**src/rtl/hazard_ctrl.sv**
```systemverilog
// hazard_ctrl: load-use stall, taken-branch flush and operand forwarding
// control for the 5-stage pipeline. It tracks a shadow of the destination
// register state of the in-flight instructions and counts hazard events.
module hazard_ctrl #(
  parameter int AW          = 5,
  parameter int FLUSH_DEPTH = 2,
  parameter int CNT_W       = 16
) (
  input  logic             clk,
  input  logic             reset,
  input  logic             id_valid,
  input  logic [AW-1:0]    id_rs,
  input  logic [AW-1:0]    id_rt,
  input  logic             id_uses_rs,
  input  logic             id_uses_rt,
  input  logic [AW-1:0]    id_dest,
  input  logic             id_reg_write,
  input  logic             id_mem_read,
  input  logic             br_taken,
  output logic             pc_en,
  output logic             ifid_en,
  output logic             ifid_flush,
  output logic             idex_flush,
  output logic             exmem_flush,
  output logic [1:0]       fwd_a,
  output logic [1:0]       fwd_b,
  output logic [CNT_W-1:0] stall_cnt,
  output logic [CNT_W-1:0] flush_cnt
);

  // Branch resolved in MEM also squashes the instruction sitting in EX/MEM.
  localparam bit DEEP_FLUSH = (FLUSH_DEPTH == 3);

  typedef struct packed {
    logic          valid;
    logic [AW-1:0] dest;
    logic          reg_write;
    logic          mem_read;
  } entry_t;

  // Only the EX and MEM producers are ever consulted: a WB producer is
  // written to the register file before the same-cycle read, so its entry
  // carries no information once it leaves MEM and is not kept.
  entry_t ex_reg;
  entry_t mem_reg;
  entry_t dec_entry;

  logic       lu;
  logic       stall;
  logic       bubble;
  logic [1:0] fwd_a_next;
  logic [1:0] fwd_b_next;

  // Select for one operand: youngest valid writer of a nonzero register wins.
  function automatic logic [1:0] fwd_sel(input logic uses, input logic [AW-1:0] src,
                                         input entry_t ex_e, input entry_t mem_e);
    logic [1:0] sel;
    sel = 2'b00;
    if (uses) begin
      if (ex_e.valid && ex_e.reg_write && (ex_e.dest != '0) && (ex_e.dest == src))
        sel = 2'b10;
      else if (mem_e.valid && mem_e.reg_write && (mem_e.dest != '0) && (mem_e.dest == src))
        sel = 2'b01;
    end
    return sel;
  endfunction

  // Hazard detection: load in EX feeding the decode instruction, and the
  // forwarding selects the decode instruction will need once it reaches EX.
  always_comb begin
    dec_entry.valid     = id_valid;
    dec_entry.dest      = id_dest;
    dec_entry.reg_write = id_reg_write;
    dec_entry.mem_read  = id_mem_read;

    lu = id_valid && ex_reg.valid && ex_reg.mem_read && (ex_reg.dest != '0) &&
         ((id_uses_rs && (id_rs == ex_reg.dest)) || (id_uses_rt && (id_rt == ex_reg.dest)));
    // A squashed instruction never stalls, so the branch wins.
    stall  = lu && !br_taken;
    bubble = stall || br_taken;

    fwd_a_next = 2'b00;
    fwd_b_next = 2'b00;
    if (id_valid && !bubble) begin
      fwd_a_next = fwd_sel(id_uses_rs, id_rs, ex_reg, mem_reg);
      fwd_b_next = fwd_sel(id_uses_rt, id_rt, ex_reg, mem_reg);
    end
  end

  // Pipeline register enables and flushes; reset forces the free-running state.
  always_comb begin
    pc_en       = 1'b1;
    ifid_en     = 1'b1;
    ifid_flush  = 1'b0;
    idex_flush  = 1'b0;
    exmem_flush = 1'b0;
    if (!reset) begin
      if (br_taken) begin
        ifid_flush  = 1'b1;
        idex_flush  = 1'b1;
        exmem_flush = DEEP_FLUSH;
      end else if (lu) begin
        pc_en      = 1'b0;
        ifid_en    = 1'b0;
        idex_flush = 1'b1;
      end
    end
  end

  // Shadow state shift, registered forwarding selects and saturating counters.
  always_ff @(posedge clk) begin
    if (reset) begin
      ex_reg    <= '0;
      mem_reg   <= '0;
      fwd_a     <= 2'b00;
      fwd_b     <= 2'b00;
      stall_cnt <= '0;
      flush_cnt <= '0;
    end else begin
      ex_reg  <= bubble ? '0 : dec_entry;
      mem_reg <= (br_taken && DEEP_FLUSH) ? '0 : ex_reg;
      fwd_a   <= fwd_a_next;
      fwd_b   <= fwd_b_next;
      if (stall && (stall_cnt != '1))
        stall_cnt <= stall_cnt + CNT_W'(1);
      if (br_taken && (flush_cnt != '1))
        flush_cnt <= flush_cnt + CNT_W'(1);
    end
  end

endmodule
```
**config.mk**
```make
export PLATFORM = sky130hd
export DESIGN_NAME = hazard_ctrl
export DESIGN_NICKNAME = d
export VERILOG_FILES = /design/src/rtl/hazard_ctrl.sv
export SDC_FILE = /design/constraint.sdc
export NUM_CORES = 1
export LEC_CHECK = 0
export CORE_MARGIN = 2
export CORE_UTILIZATION = 49
export DETAILED_ROUTE_END_ITERATION = 10
export HOLD_SLACK_MARGIN = 0.06
export PLACE_DENSITY = 0.79
export SYNTH_ARGS = -nofsm -noshare
export SYNTH_HDL_FRONTEND = slang
export SYNTH_SLANG_ARGS = --single-unit
export TNS_END_PERCENT = 5
```
**constraint.sdc**
```tcl
create_clock -name clk -period 2.8 [get_ports clk]
set_clock_uncertainty 0.15 [all_clocks]
set_input_delay 0.56 -clock clk [delete_from_list [all_inputs] [get_ports clk]]
set_output_delay 0.56 -clock clk [all_outputs]
set_load 0.05 [all_outputs]
```
==> flow_metrics.tcl <==
set metrics [dict create \
    clkSinkCount 51 \
    die_h_um 76.8 \
    start_util_pct 50.9 \
    relSlewSlack_pct 58.5 \
    crit_required_ns 2.09 \
    p_leak_nw 1.38 \
    synth_top_area_share_pct 39.3 \
    synth.top_cells.by_area "dfxtp_1, xor2_1, xnor2_1" \
    antenna_found_initial 0 \
    crit_path_start_kind "input port" \
    numCtsBuffers 5 \
    cp-end-kind "output pin" \
    post-route-min-period_ns 2.73 \
    critPathKind "in -> out" \
    dp.cells 432 \
    hold_viol 0 \
    clock.fmax_ghz 0.366 \
    grt_usage_pct 24.4 \
    cts.path.max_buffers 2 \
    rsz0062_at_grt "no" \
    grt_pass1_vias 2495 \
    cts-root-buf "clkbuf_8" \
    holdPathStages 1 \
    grt_start_max_net_pins 30 \
    synth_top_cell_by_area "dfxtp_1" \
    antennaDiodeCount 0 \
    routabilityCongestion 0.851 \
    fin_nets 408 \
    fp.dieW_um 76.8 \
    critPathArrivalTime_ns 2.02 \
    syn_nets 315 \
    core-area_um2 5110 \
    worst_slew_pin_slew_ns 0.614 \
    status "complete, no violations" \
    grt_overflow_total 0 \
    drive_gt1_share_pct 16.4 \
    hold_buffers 0 \
    slew_violations 0 \
    drc 0 \
    fin_cells 454 \
    synthFlopType "dfxtp_1" \
    rows 26 \
    setup_viol 0 \
    syn_area_um2 2600 \
    yosysMostFrequentCell "dfxtp_1" \
    viasPerCell 5.55 \
    ir_worst_vdd_v 0.000267 \
    cts_tree "done" \
    synth_edf_count 0 \
    drtPass1Iterations 5 \
    synth-seq-area-share_pct 39.3 \
    dieArea_um2 5900 \
    synth_common_cells "dfxtp_1, nor2_1, xor2_1" \
    maxCapViolCount 0 \
    rr_worst_depth 11 \
    yosysWarnings 0 \
    port_buffers 62 \
    clk_latency_ns 0.30 \
    h-tree-depth 2 \
    fin_crit_sh_pct 97.4 \
    area_growth_pct 42.2 \
    critPathMaxFanout 2 \
    syn_area_per_cell_um2 8.96 \
    clk_pin_slew_worst_paths_ns 0.09 \
    wl_per_cell_um 15.6 \
    synthArstFlopShare_pct 0 \
    num-fill-cells 394 \
    drtIter0Drc 146 \
    pin_count 64 \
    syn_inst 290 \
    via_count 2520 \
    dp_hpwl_um 4620 \
    antenna_left 0 \
    hold_path_class "reg -> reg" \
    power_density_nw_per_um2 417 \
    fin_hold_ws_ns 0.329 \
    synth_cell_types 51 \
    drt-total-wl_um 7070 \
    ys_seq_elements 51 \
    grt_pass1_wl_um 11800 \
]
==> worst max-delay path, cell delays in order <==
cell and delay [ns]:
clkdlybuf4s50_1 0.48, nor3b_4 0.21, a32o_2 0.17, nand2_1 0.07, or3_4 0.36, buf_8 0.16
==> cell usage in the layout, fill, tap and decap left out, types with 5 or more instances in the layout <==
cell             netlist  layout
nor3_1                10       9
and2_1                10      10
nand3_1               15      15
a211oi_1               5       5
clkdlybuf4s50_1        0      48
nand4_1                9       9
buf_4                  3      36
o31ai_1                6       6
a21oi_1               13      13
dlygate4sd2_1          0      10
nor2_1                26      25
clkbuf_8               0       5
nor4_1                 6       6
o21ai_0                5       5
nand2_1               16      16
nor2b_1               10      10
dfxtp_1               51      51
xor2_1                20      20
xnor2_1               12      12
or3_1                  7       6
inv_1                  7       7
or4_1                  7       7
and3_1                 5       5
==> cell type report <==
type / count / area (µm²) / area share, %
Timing Repair Buffer: 99 / 928 / 25.1
Tap cell: 70 / 87.6 / 2.37
Sequential cell: 51 / 1020 / 27.6
Inverter: 7 / 26.3 / 0.711
Clock buffer: 6 / 72.6 / 1.96
Multi-Input combinational cell: 219 / 1500 / 40.5
Clock inverter: 2 / 60.1 / 1.63
==> through the flow <==
step | utilization (%) | TNS, ns | instance area [µm²] | total power [mW] | setup WS (ns)
floorplan | - | 0 | 2600 | 0.840 | 0.0257
global placement | 67.2 | -0.367 | 3430 | 0.924 | -0.133
detailed placement | 67.2 | -0.518 | 3430 | 0.928 | -0.202
CTS | 72.1 | 0 | 3680 | 1.53 | 0.0533
global route | 72.3 | 0 | 3690 | 1.59 | 0.00474
finish | 72.3 | 0 | 3690 | 1.54 | 0.0714
==> cell families (layout without fill, tap and decap cells) <==
logic type	after synthesis	count (layout)	share of synthesized area (%)
multiplexers	5	5	2.22
adder cells (fa/ha/maj)	2	2	0.963
other	1	1	0.144
AO/OA/AOI/OAI	44	44	12.5
AND/OR/NAND/NOR	135	135	30.1
XOR/XNOR	32	32	10.8
flip-flops	51	51	39.3
buffers and inverters	20	114	4.00
==> per-layer routing <==
layer / part of all wire [%] / vias to the layer above / global-route usage, %
li1: - / 1228 / -
met1: 44 / 1184 / 30.0
met2: 49 / 94 / 42.3
met3: 5.4 / 14 / 4.71
met4: 1.6 / 0 / 8.91
met5: 0 / - / 0
==> power breakdown <==
group | internal (mW) | total [mW] | switching [mW] | leakage, nW
combinational | 0.0972 | 0.191 | 0.0940 | 0.899
sequential | 0.735 | 0.747 | 0.0122 | 0.413
clock | 0.357 | 0.602 | 0.245 | 0.0654
total | 1.19 | 1.54 | 0.351 | 1.38
==> final timing paths <==
check	slack [ns]	to	startpoint
worst max-delay path	0.07	pc_en	id_uses_rt
worst min-delay path	0.33	mem_reg[1]	ex_reg[1]
worst max register to register	0.22	stall_cnt[8]	ex_reg[6]
worst min register to register	0.33	mem_reg[1]	ex_reg[1]
==> what timing repair did <==
item / CTS / global route
resized for setup: 17 / 2
endpoints found under the hold margin: 0 / 0
endpoints found under the setup margin: 3 / 2
setup buffers: 14 / 0
pin swaps: 6 / 2
(Power assumes the default switching activity.)
